--- src/rtl/serial_frame_tx.sv ---
// serial_frame_tx: parallel-to-serial frame transmitter.
// Frame = start(0) | WIDTH data bits (MSB- or LSB-first) | optional even parity | stop(1).
// Every bit is held for CLKS_PER_BIT clocks. All outputs are registered.
module serial_frame_tx #(
  parameter int WIDTH        = 8,
  parameter int CLKS_PER_BIT = 4,
  parameter int PARITY_EN    = 1
) (
  input  logic             clk,
  input  logic             async_reset,
  input  logic [WIDTH-1:0] parallel_data_input,
  input  logic             msb_first,
  input  logic             load_valid,
  output logic             load_ready,
  output logic             serial_data_output,
  output logic             busy,
  output logic             done
);

  localparam int CW = (CLKS_PER_BIT > 1) ? $clog2(CLKS_PER_BIT) : 1;
  localparam int DW = (WIDTH > 1) ? $clog2(WIDTH) : 1;
  localparam logic [CW-1:0] BIT_LAST  = CW'(CLKS_PER_BIT - 1);
  localparam logic [DW-1:0] DATA_LAST = DW'(WIDTH - 1);

  typedef enum logic [2:0] {S_IDLE, S_START, S_DATA, S_PARITY, S_STOP} state_t;

  state_t           state_q;
  logic [CW-1:0]    bit_cnt_q;
  logic [DW-1:0]    data_cnt_q;
  logic [WIDTH-1:0] shreg_q;
  logic             msb_q;
  logic             parity_q;
  logic             line_q;
  logic             ready_q;
  logic             busy_q;
  logic             done_q;

  logic             period_end_d;
  logic [WIDTH-1:0] shreg_d;
  logic             next_bit_d;

  // Shifted register and the bit it exposes for the next data period.
  always_comb begin
    period_end_d = (bit_cnt_q == BIT_LAST);
    shreg_d      = msb_q ? (shreg_q << 1) : (shreg_q >> 1);
    next_bit_d   = msb_q ? shreg_d[WIDTH-1] : shreg_d[0];
  end

  // Frame FSM; line, ready, busy and done are registered alongside the state.
  always_ff @(posedge clk or posedge async_reset) begin
    if (async_reset) begin
      state_q    <= S_IDLE;
      bit_cnt_q  <= '0;
      data_cnt_q <= '0;
      shreg_q    <= '0;
      msb_q      <= 1'b0;
      parity_q   <= 1'b0;
      line_q     <= 1'b1;
      ready_q    <= 1'b1;
      busy_q     <= 1'b0;
      done_q     <= 1'b0;
    end else begin
      done_q <= 1'b0;
      case (state_q)
        S_IDLE: begin
          if (load_valid && ready_q) begin
            state_q    <= S_START;
            shreg_q    <= parallel_data_input;
            msb_q      <= msb_first;
            parity_q   <= ^parallel_data_input;
            bit_cnt_q  <= '0;
            data_cnt_q <= '0;
            line_q     <= 1'b0;
            ready_q    <= 1'b0;
            busy_q     <= 1'b1;
          end
        end
        S_START: begin
          if (period_end_d) begin
            bit_cnt_q  <= '0;
            data_cnt_q <= '0;
            state_q    <= S_DATA;
            line_q     <= msb_q ? shreg_q[WIDTH-1] : shreg_q[0];
          end else begin
            bit_cnt_q <= bit_cnt_q + 1'b1;
          end
        end
        S_DATA: begin
          if (period_end_d) begin
            bit_cnt_q <= '0;
            if (data_cnt_q == DATA_LAST) begin
              data_cnt_q <= '0;
              if (PARITY_EN != 0) begin
                state_q <= S_PARITY;
                line_q  <= parity_q;
              end else begin
                state_q <= S_STOP;
                line_q  <= 1'b1;
              end
            end else begin
              data_cnt_q <= data_cnt_q + 1'b1;
              shreg_q    <= shreg_d;
              line_q     <= next_bit_d;
            end
          end else begin
            bit_cnt_q <= bit_cnt_q + 1'b1;
          end
        end
        S_PARITY: begin
          if (period_end_d) begin
            bit_cnt_q <= '0;
            state_q   <= S_STOP;
            line_q    <= 1'b1;
          end else begin
            bit_cnt_q <= bit_cnt_q + 1'b1;
          end
        end
        S_STOP: begin
          if (period_end_d) begin
            bit_cnt_q <= '0;
            state_q   <= S_IDLE;
            line_q    <= 1'b1;
            ready_q   <= 1'b1;
            busy_q    <= 1'b0;
            done_q    <= 1'b1;
          end else begin
            bit_cnt_q <= bit_cnt_q + 1'b1;
          end
        end
        default: begin
          state_q <= S_IDLE;
          line_q  <= 1'b1;
          ready_q <= 1'b1;
          busy_q  <= 1'b0;
        end
      endcase
    end
  end

  assign serial_data_output = line_q;
  assign load_ready         = ready_q;
  assign busy               = busy_q;
  assign done               = done_q;

endmodule
--- config.mk ---
export PLATFORM = sky130hd
export DESIGN_NAME = serial_frame_tx
export DESIGN_NICKNAME = d
export VERILOG_FILES = /design/src/rtl/serial_frame_tx.sv
export SDC_FILE = /design/constraint.sdc
export NUM_CORES = 1
export LEC_CHECK = 0
export BUFFER_PORTS_ARGS = -buffer_cell sky130_fd_sc_hd__buf_2
export CAP_MARGIN = 20
export CORE_MARGIN = 5
export CORE_UTILIZATION = 25
export DETAILED_ROUTE_END_ITERATION = 10
export GPL_TIMING_DRIVEN = 0
export SETUP_SLACK_MARGIN = 0.5
export SLEW_MARGIN = 20
export SYNTH_ARGS = -nofsm -noshare
export SYNTH_HDL_FRONTEND = slang
export SYNTH_SLANG_ARGS = --single-unit
--- constraint.sdc ---
create_clock -name clk -period 1.8 [get_ports clk]
set_input_delay 0.27 -clock clk [delete_from_list [all_inputs] [get_ports clk]]
set_output_delay 0.27 -clock clk [all_outputs]
set_load 0.05 [all_outputs]
## Word-level counts from Yosys, hierarchy flattened

Index checks and enable logic that the tools add are counted.

- Register bits: 22
- Bits in latches: 0
- RAM bits: 0
- ROM bits: 0
- Input port bits: 12
- Output and inout port bits: 4
- Word-level logic and storage cells: 76
- Memories kept: 0

- Add/subtract/negate cells: 2
- Multipliers: 0
- Divide/modulo/power cells: 0
- Order comparisons: 0
- Equality and inequality tests: 14
- Shift operators: 0
- Muxes and demuxes: 33
- Bitwise operators: 1
- Reduce and logical (&&, ||, !) cells: 16

Operators by type and width:

| operator | count |
|---|---|
| $mux 8 | 4 |
| $mux 3 | 9 |
| $pmux 8 s2 | 1 |
| $pmux 3 s5 | 1 |
| $ne 2x2->1 const B | 7 |
| $reduce_and 4->1 | 3 |
| $mux 1 | 11 |
| $pmux 3 s3 | 1 |
| $reduce_xor 8->1 | 1 |
| $eq 3x2->1 const B | 2 |
| $eq 3x3->1 const B | 2 |
| $pmux 1 s3 | 2 |
| $reduce_and 6->1 | 1 |
| $mux 2 | 2 |
| $pmux 1 s4 | 1 |
| $pmux 2 s2 | 1 |
| $reduce_and 2->1 | 2 |
| $reduce_bool 2->1 | 2 |
| $reduce_or 4->1 | 1 |
| $add 3x1->3 const B | 1 |
| $eq 3x1->1 const B | 1 |
| $logic_not 3->1 | 1 |
| $reduce_and 3->1 | 1 |
| $reduce_bool 3->1 | 1 |
| other kinds (7) | 7 |

## Logic depth before layout (Yosys ltp)

Gate-level depths: netlist of the first run.

- Word-level depth: 5
- Depth in mapped cells: 7
- Depth with buffers taken out: 6

## Worst setup path before layout of the first run

No wires, ideal clock.

- Path type: reg-to-reg
- Start: reg data_cnt_q[0]
- End: reg shreg_q[7]
- Library setup time: 0.118 ns
- Arrival: 1.707 ns
- Data required time: 1.682 ns
- Setup slack: -0.025 ns
- Cell stages (with the launch flop): 8
- Path buffers: 1
- Clock period less this slack: 1.825 ns
- Path through: dfrtp_1 -> ha_1 -> ha_1 -> nand2b_1 -> a2111o_4 -> buf_6 -> nand2_1 -> o21ai_2

- Longest elaborated chain between the ends: 3

RTL lines:

| element | line | text |
|---|---|---|
| start, declared | 29 | `logic [DW-1:0] data_cnt_q;` |
| start signal, assigned | 101 | `data_cnt_q <= data_cnt_q + 1'b1;` |
| $eq 3x3->1 | 91 | `if (data_cnt_q == DATA_LAST) begin` |
| $ne 2x2->1 (no line) | -- |  |
| $reduce_and 4->1 (no line) | -- |  |
| end signal, assigned | 68 | `shreg_q <= parallel_data_input;` |
| end signal, assigned | 102 | `shreg_q <= shreg_d;` |
| end, declared | 30 | `logic [WIDTH-1:0] shreg_q;` |

No other way between the ends.
A chain may end at the register's enable or synchronous reset.

## Worst setup path in the final report of the first run

- Start: reg data_cnt_q[0]
- End: reg shreg_q[6]

Same word-level chain as after synthesis.

==> results of run 1 <==
-- worst register-to-register path, delay by kind of cell, from the launching register on --
kind                     cells  cell delay (ns)
AO/OA/AOI/OAI                2             0.56
adder cells (fa/ha/maj)      2             0.35
buffers and inverters        1             0.17
flip-flops                   1             0.39
AND/OR/NAND/NOR              2             0.17
-- synth_stat cells, drive strengths merged, types with 3 or more instances --
| master | count |
|---|---|
| mux2 | 4 |
| mux2i | 8 |
| buf | 7 |
| nand3 | 3 |
| inv | 5 |
| dfrtp | 20 |
| nor2b | 3 |
| o21ai | 19 |
| nand2 | 20 |
| a31oi | 4 |
| a21oi | 9 |
| xnor2 | 6 |
| ha | 3 |
| nor2 | 5 |
-- power by group through the flow --
stage	registers [mW]	logic, mW	clock network (mW)
3_5_place_dp	0.883	1.35	0
4_1_cts	0.860	1.86	0.341
6_report	0.877	2.10	0.332
3_3_place_gp	0.879	1.33	0
2_1_floorplan	0.901	1.04	0
5_1_grt	0.894	2.28	0.371
-- cell families (layout without fill, tap and decap cells) --
family,count (synthesis),in the layout
compound gates,40,40
xor+xnor,7,7
fa+ha+maj,3,3
buf+inv,13,56
flops,22,22
mux,12,12
simple gates,44,44
-- stage by stage --
step / hold slack, ns / utilization
after floorplan: 0.258 / -
final: 0.180 / 0.369
after CTS: 0.219 / 0.347
after detailed placement: 0.492 / 0.297
after global routing: 0.242 / 0.369
after global placement: 0.488 / 0.297
-- cell type report --
type / count / area (um2) / area share
well taps: 72 / 90.1 / 0.0449
inverters: 5 / 18.8 / 0.00935
plain buffers: 8 / 78.8 / 0.0393
multi-input cells: 106 / 898 / 0.448
flip-flops and latches: 22 / 561 / 0.279
repair buffers: 39 / 315 / 0.157
clock buffers: 4 / 45.0 / 0.0224
-- sequential cells by signal (all words and copies together), names as in the netlist --
signal / cells
parity_q: 1
shreg_q: 8
bit_cnt_q: 2
busy: 1
serial_data_output: 1
done: 1
state_q: 3
data_cnt_q: 3
load_ready: 1
msb_q: 1
-- what timing repair did --
action / 4_1_cts / 5_1_grt
buffers inserted: 16 / 6
pin swaps: 13 / 17
gates resized for setup: 22 / 19
cloned: 1 / 1
endpoints found under the setup margin: 20 / 21
-- worst paths after layout --
kind                                      startpoint  slack [ns]  cells past startpoint                  endpoint
max in group asynchronous                async_reset        1.02                      2  bit_cnt_q[0]$_DFFE_PP0P_
min in group clk                           msb_first        0.25                      2         msb_q$_DFFE_PP0P_
setup reg to reg           data_cnt_q[0]$_DFFE_PP0P_        0.05                      7    shreg_q[6]$_DFFE_PP0P_
setup / recovery           data_cnt_q[0]$_DFFE_PP0P_        0.05                      7    shreg_q[6]$_DFFE_PP0P_
hold / removal                           async_reset        0.18                      2    shreg_q[1]$_DFFE_PP0P_
hold reg to reg                 parity_q$_DFFE_PP0P_        0.51                      1      parity_q$_DFFE_PP0P_
-- per-layer routing --
layer | vias up | part of all wire | track usage
met2 | 12 | 0.49 | 0.168
met5 | - | 0 | 0
met4 | 0 | 0.018 | 0.0388
li1 | 587 | - | -
met3 | 5 | 0.023 | 0.0147
met1 | 573 | 0.47 | 0.129
==> flow_summary.yaml, run 1 <==
power:
  p_leak_nw: 0.858
  switching_share: 0.407
  power_mw: 3.31
  intPower_mw: 1.97
  p_per_area_nw_per_um2: 1650
  pwr-share-clk: 0.100
  sequentialPowerShare: 0.265
  p_sw_mw: 1.35
  ir_drop_v: 0.000375
  combPwrFrac: 0.635
synthesis:
  synth_top_flop_cell: "dfrtp_1"
  yosysTopAreaCellShare: 0.362
  async_flop_share: 1.00
  ys_seq_area_frac: 0.400
  synthMuxAreaShare: 0.0905
  yosysTopAreaCell: "dfrtp_1"
  yosysWarnings: 0
  synth_edf_count: 0
  synth_area_leaders: "dfrtp_1 (36%), mux2i_1 (5.8%), nand2_1 (5.4%)"
  synthSimpleGateAreaFrac: 0.169
  syn-num-nets: 156
  synth_compound_area_frac: 0.209
  synth_top_family_by_area: "compound AO/OA/AOI/OAI gates"
  syn_inst: 141
  synth-adder-area-share: 0.0271
  avgSynthCellArea_um2: 9.81
  syn_area_um2: 1380
  ys_types: 43
  synth_seq_cells: 22
  synth_xor_area_frac: 0.0443
cts:
  cts.sinks: 22
  cts_hold_buffers: 0
  cts_max_level: 1
  cts_inserted_buffers: 3
  clk_path_buf_depth: 2
  clk_latency_ns: 0.27
  clk_pin_slew_ns: 0.08
  cts-root-buf: "clkbuf_8"
  cts_tree: "done"
floorplan:
  initial_core_util: 0.254
  design.die.area_um2: 7120
  die_height_um: 84.4
  core.rowCount: 27
  ioPinCount: 16
  core_area_um2: 5440
  dieWidth_um: 84.4
worst_setup_path:
  crit_chain: "ha_2 > ha_4 > nand2b_4 > a2111o_4 > buf_16 > nand2_2 > o21ai_1"
  critical-path-top-delay-family: "compound AO/OA/AOI/OAI gates"
  crit_type: "reg -> reg"
  endpoint_kind: "flop"
  cp-start-kind: "flop"
  crit_required_ns: 1.96
  cp_max_fo: 5
  critPathSlowestCell: "a2111o_4"
  slowest_delay_ns: 0.51
  cp.arrival_ns: 1.91
  path_buf_inv: 1
global_routing:
  grt_pass1_wl_um: 5780
  first_global_vias: 1197
  grt_max_degree: 23
  antenna_found_initial: 0
  grt.total_usage: 0.0998
  grt-ovfl-total: 0
drt:
  vias: 1177
  wl_um: 3430
  firstDrtPassIters: 4
  ant_nets: 0
  drc: 0
  wl_per_cell_um: 13.4
  vias_per_cell: 4.60
  drt_iter0_markers: 45
final_layout:
  num-fill-cells: 532
  design_area_um2: 2010
  final_cell_mix: "buf_2 (17), dfrtp_1 (17), buf_4 (14), buf_6 (13), nand2_1 (13)"
  area_growth_pct: 45.2
  final_nets: 200
  drive_above_1_share: 0.511
  fin_cells: 256
  diodes: 0
placed_design:
  place.gp.congestion: 0.773
  dp.cells: 228
  place_ws_ns: -0.0119
  port_buffers: 15
  placed_cell_area_um2: 1620
  dp_hpwl_um: 2160
sta:
  worst_pin_slew_ns: 0.895
  tns_ns: 0
  clock.fmax_mhz: 572
  rsz0062_at_grt: "true"
  final.min_clock_period_ns: 1.75
  slew_violations: 0
  setup-violations-final: 0
  finalCritPeriodShare: 0.971
  hold_violations: 0
  max-slew-margin-rel: 0.403
  setup_ws_ns: 0.0515
  finalClockSkew_ns: 0.00876
status:
  outcome: "finished, final reports clean"
run:
  cap_viol_max_count: 0
hold_path:
  worstHoldPathType: "in -> async"
Power figures use the tool's default switching activity.
==> inputs of run 2 (changes only) <==
- CORE_MARGIN: 5 -> 10
- clock period: 1.8 -> 1.6 ns (I/O delays scaled with it)
==> run 2 against run 1 <==
  * The flow now finishes with violations (setup timing)
  * Utilization is 2.2 points higher
  * Clock skew is 0.0030 ns lower
  * Register-to-register slack worse by 0.22 ns
  * First-iteration DRC count is 120% higher
  * Global-route usage is 1.1 points lower
  * Non-clock buffer count is 11 higher
  * Die area is 25% higher
  * Clock power is 9.6% higher
  * Critical path depth stayed put
  * Cell area is 5.9% higher
  * Fmax is 1.2% lower
  * Critical path type unchanged
  * Critical endpoint is now shreg_q[3]$_DFFE_PP0P_
  * Largest cell class unchanged
  * Largest power group unchanged
==> flow_summary.yaml, run 2 (synthesized netlist as in run 1, its figures left out) <==
status:
  outcome: "complete, but fails checks"
  violations: "setup timing"
final_layout:
  fin_cells: 267
  final_common_cell: "buf_4"
  multi_input_area_um2: 917
  layout.area.seq_um2: 561
  drive_above_1_share: 0.554
  final_cell_mix: "buf_4 (25), dfrtp_1 (17), buf_2 (15), nand2_1 (14), buf_6 (13)"
  reg_top3: "shreg_q: 8 flops, data_cnt_q: 3 flops, state_q: 3 flops"
  diodes: 0
  final_nets: 211
  area_growth_pct: 53.8
  largest-register: "shreg_q"
  num-fill-cells: 510
  largest_register_ffs: 8
worst_setup_path:
  crit_type: "reg -> reg"
  cp_max_fo: 5
  regToRegEndpoint: "shreg_q[3]$_DFFE_PP0P_"
  cp-start-kind: "flop"
  ff2ff_path_depth: 7
  cp.arrival_ns: 1.93
  rrSetupSlack_ns: -0.17
  endpoint_kind: "flop"
  crit_required_ns: 1.76
  rr_startpoint: "data_cnt_q[0]$_DFFE_PP0P_"
drt:
  wl_per_cell_um: 14.4
  drt_iter0_markers: 100
  ant_nets: 0
  drc: 0
  firstDrtPassIters: 4
  wl_um: 3850
  vias: 1250
  vias_per_cell: 4.68
cts:
  cts_max_level: 1
  clk_latency_ns: 0.26
  cts_hold_buffers: 0
  cts-root-buf: "clkbuf_8"
  clk_path_buf_depth: 2
  cts.sinks: 22
  clk_pin_slew_ns: 0.08
  cts_tree: "done"
  cts_inserted_buffers: 3
global_routing:
  grt_pass1_wl_um: 6380
  grt.total_usage: 0.0890
  first_global_vias: 1307
  antenna_found_initial: 0
  grt-ovfl-total: 0
  grt_max_degree: 23
sta:
  hold_ws_ns: 0.140
  finalClockSkew_ns: 0.00574
  worst_pin_slew_ns: 0.860
  setup-violations-final: 9
  max-slew-margin-rel: 0.426
  final.min_clock_period_ns: 1.77
  setup_ws_ns: -0.170
  hold_violations: 0
  finalCritPeriodShare: 1.11
  rsz0062_at_grt: "true"
  slew_violations: 0
  clock.fmax_mhz: 565
power:
  combPwrFrac: 0.655
  intPower_mw: 2.32
  p_leak_nw: 0.927
  switching_share: 0.404
  p_per_area_nw_per_um2: 1830
  sequentialPowerShare: 0.251
  p_sw_mw: 1.57
  ir_drop_v: 0.000460
  pwr-share-clk: 0.094
floorplan:
  core_area_um2: 5440
  design.die.area_um2: 8900
  die_height_um: 94.4
  core.rowCount: 27
  dieWidth_um: 94.4
  initial_core_util: 0.254
  ioPinCount: 16
placed_design:
  place.gp.congestion: 0.773
  dp.cells: 228
  port_buffers: 15
  dp_hpwl_um: 2310
hold_path:
  worstHoldPathType: "in -> async"
run:
  cap_viol_max_count: 0
run 2: power groups by stage:
| stage | sequential, mW | clock (mW) | combinational (mW) |
|---|---|---|---|
| 2_1_floorplan | 1.01 | 0 | 1.18 |
| 3_3_place_gp | 0.990 | 0 | 1.50 |
| 3_5_place_dp | 0.997 | 0 | 1.53 |
| 4_1_cts | 0.976 | 0.377 | 2.21 |
| 5_1_grt | 1.00 | 0.409 | 2.76 |
| 6_report | 0.977 | 0.364 | 2.54 |
run 2: how the worst max path moves through the flow:
| stage | from | endpoint | slack, ns | depth (start not counted) |
|---|---|---|---|---|
| 2_1_floorplan | data_cnt_q[1]$_DFFE_PP0P_ | shreg_q[6]$_DFFE_PP0P_ | -0.09 | 7 |
| 3_3_place_gp | data_cnt_q[0]$_DFFE_PP0P_ | shreg_q[4]$_DFFE_PP0P_ | -0.19 | 7 |
| 3_5_place_dp | data_cnt_q[0]$_DFFE_PP0P_ | shreg_q[4]$_DFFE_PP0P_ | -0.21 | 7 |
| 4_1_cts | data_cnt_q[0]$_DFFE_PP0P_ | shreg_q[4]$_DFFE_PP0P_ | -0.18 | 7 |
| 5_1_grt | data_cnt_q[0]$_DFFE_PP0P_ | shreg_q[3]$_DFFE_PP0P_ | -0.22 | 7 |
| 6_report | data_cnt_q[0]$_DFFE_PP0P_ | shreg_q[3]$_DFFE_PP0P_ | -0.17 | 7 |
run 2: worst max-delay path, cell delays in order (launching register included):
cell,delay [ns]
dfrtp_1,0.40
ha_2,0.20
ha_4,0.16
nand2b_4,0.13
a2111o_4,0.49
clkbuf_16,0.18
nand2_2,0.04
o21ai_1,0.05
run 2: layout make-up:
class                   count  area share
inverters                   5     0.00883
multi-input cells         106       0.431
flip-flops and latches     22       0.264
well taps                  72      0.0424
plain buffers               8      0.0371
clock buffers               4      0.0212
repair buffers             50       0.195
run 2: repair_timing:
| action | 4_1_cts | 5_1_grt |
|---|---|---|
| setup buffers | 26 | 6 |
| hold endpoints to repair | 0 | 0 |
| cloned | 2 | 1 |
| gates resized for setup | 34 | 16 |
| pin swaps | 18 | 15 |
| endpoints found under the setup margin | 25 | 26 |
run 2: routing by layer:
| metal | routed length [um] | global-route usage |
|---|---|---|
| met5 | 0 | 0 |
| met4 | 68 | 0.0405 |
| met3 | 111 | 0.0174 |
| met2 | 2130 | 0.153 |
| met1 | 1550 | 0.104 |
run 2: stage by stage:
stage / worst slack (ns) / power (mW) / cell area (um2) / utilization / TNS [ns]
after floorplan: -0.0910 / 2.19 / 1460 / - / -0.714
after global placement: -0.192 / 2.49 / 1620 / 0.298 / -1.56
after detailed placement: -0.208 / 2.53 / 1620 / 0.298 / -1.69
after CTS: -0.175 / 3.56 / 2010 / 0.369 / -1.33
after global routing: -0.219 / 4.17 / 2130 / 0.391 / -1.78
final: -0.170 / 3.89 / 2130 / 0.391 / -1.30
==> inputs of run 3 (changes only) <==
- PLACE_DENSITY: unset -> 0.41
==> run 3 against run 2 <==
  * The flow still finishes with violations (setup timing)
  * Register-to-register slack about the same
  * Critical path depth unchanged
  * Wire length decreased by 4.7%
  * Sequential power about the same
  * First-iteration DRC count decreased by 53%
==> flow_summary.yaml, run 3 (synthesized netlist as in run 1, its figures left out) <==
final_layout:
  utilization: 0.385
  largest_register_ffs: 8
  reg_top3: "shreg_q: 8 flops, data_cnt_q: 3 flops, state_q: 3 flops"
  area_growth_pct: 51.3
  largest-register: "shreg_q"
  diodes: 0
  final_nets: 201
  drive_above_1_share: 0.530
  final_common_cell: "dfrtp_1"
  final_cell_mix: "dfrtp_1 (18), buf_4 (17), buf_2 (14), nand2_1 (13), buf_6 (12)"
drt:
  wl_um: 3670
  vias_per_cell: 4.54
  wl_per_cell_um: 14.3
  ant_nets: 0
  drt_iter0_markers: 47
  vias: 1168
  firstDrtPassIters: 4
  drc: 0
global_routing:
  antenna_found_initial: 0
  grt_pass1_wl_um: 6200
  grt_max_degree: 23
  grt.total_usage: 0.0870
  first_global_vias: 1225
  grt-ovfl-total: 0
hold_path:
  worstHoldPathType: "in -> async"
worst_setup_path:
  endpoint_kind: "flop"
  cp.arrival_ns: 1.94
  cp_max_fo: 5
  cp-start-kind: "flop"
  ff2ff_path_depth: 7
  rrSetupSlack_ns: -0.18
  crit_type: "reg -> reg"
  crit_required_ns: 1.76
cts:
  cts-root-buf: "clkbuf_8"
  cts.sinks: 22
  cts_inserted_buffers: 3
  cts_tree: "done"
  clk_latency_ns: 0.27
  clk_pin_slew_ns: 0.08
  cts_max_level: 1
  clk_path_buf_depth: 2
sta:
  finalClockSkew_ns: 0.00164
  clock.fmax_mhz: 562
  slew_violations: 0
  hold_violations: 0
  final.min_clock_period_ns: 1.78
  rsz0062_at_grt: "true"
  hold_ws_ns: 0.134
  worst_pin_slew_ns: 0.849
  max-slew-margin-rel: 0.433
  finalCritPeriodShare: 1.11
  tns_ns: -1.27
  setup_ws_ns: -0.179
  setup-violations-final: 9
run:
  cap_viol_max_count: 0
floorplan:
  design.die.area_um2: 8900
  dieWidth_um: 94.4
  die_height_um: 94.4
  initial_core_util: 0.254
  core.rowCount: 27
  ioPinCount: 16
  core_area_um2: 5440
power:
  p_per_area_nw_per_um2: 1840
  p_leak_nw: 0.883
  ir_drop_v: 0.000873
  power_mw: 3.84
status:
  violations: "setup timing"
  outcome: "complete, but fails checks"
placed_design:
  place_ws_ns: -0.216
  port_buffers: 15
  place.gp.congestion: 0.767
  dp_hpwl_um: 2460
==> run 3: cell count changes in the layout (fill, tap and decap cells not counted), moves of 2 or more <==
cell     change
nand3_4      +2
nand3_2      -2
buf_4        -8
nand2_4      +2
==> run 3: through the flow <==
stage / cells / cell area [um2]
6_report: 257 / 2090
5_1_grt: 257 / 2090
4_1_cts: 250 / 1920
3_5_place_dp: 228 / 1620
2_1_floorplan: 141 / 1460
3_3_place_gp: 228 / 1620
==> run 3: final timing paths <==
path,to,startpoint
max,shreg_q[6]$_DFFE_PP0P_,data_cnt_q[1]$_DFFE_PP0P_
min in group clk,msb_q$_DFFE_PP0P_,msb_first
max reg2reg,shreg_q[6]$_DFFE_PP0P_,data_cnt_q[1]$_DFFE_PP0P_
max in group asynchronous,bit_cnt_q[0]$_DFFE_PP0P_,async_reset
min reg2reg,parity_q$_DFFE_PP0P_,parity_q$_DFFE_PP0P_
min,data_cnt_q[2]$_DFFE_PP0P_,async_reset
==> run 3: per-layer routing <==
metal / track usage / up-vias / routed length, um
li1: - / 587 / -
met1: 0.116 / 559 / 1700
met2: 0.137 / 18 / 1790
met3: 0.0174 / 4 / 131
met4: 0.0304 / 0 / 49
met5: 0 / - / 0
==> run 3: timing repair <==
action	in CTS	in global routing
gates cloned	0	1
pin swaps	13	13
endpoints found under the setup margin	25	26
resized for setup	26	26
hold buffers	0	0
setup buffers	18	6
==> run 3: cell type report <==
cell class / instances / area, um2
Inverter: 5 / 18.8
Sequential cell: 22 / 559
Clock buffer: 4 / 55.1
Multi-Input combinational cell: 106 / 951
Tap cell: 72 / 90.1
Fill cell: 540 / 3350
Timing Repair Buffer: 40 / 339
Buffer: 8 / 78.8
==> run 3: report_power, final <==
part | internal, mW | switching (mW)
combinational | 1.26 | 1.16
clock | 0.220 | 0.189
sequential | 0.777 | 0.236
total | 2.26 | 1.58
==> run 3: worst max-delay path: stages (launching register included) <==
cell       delay (ns)
dfrtp_1          0.40
ha_2             0.20
ha_4             0.16
nand2b_4         0.13
a2111o_4         0.49
clkbuf_16        0.18
nand2_2          0.05
o21ai_1          0.05
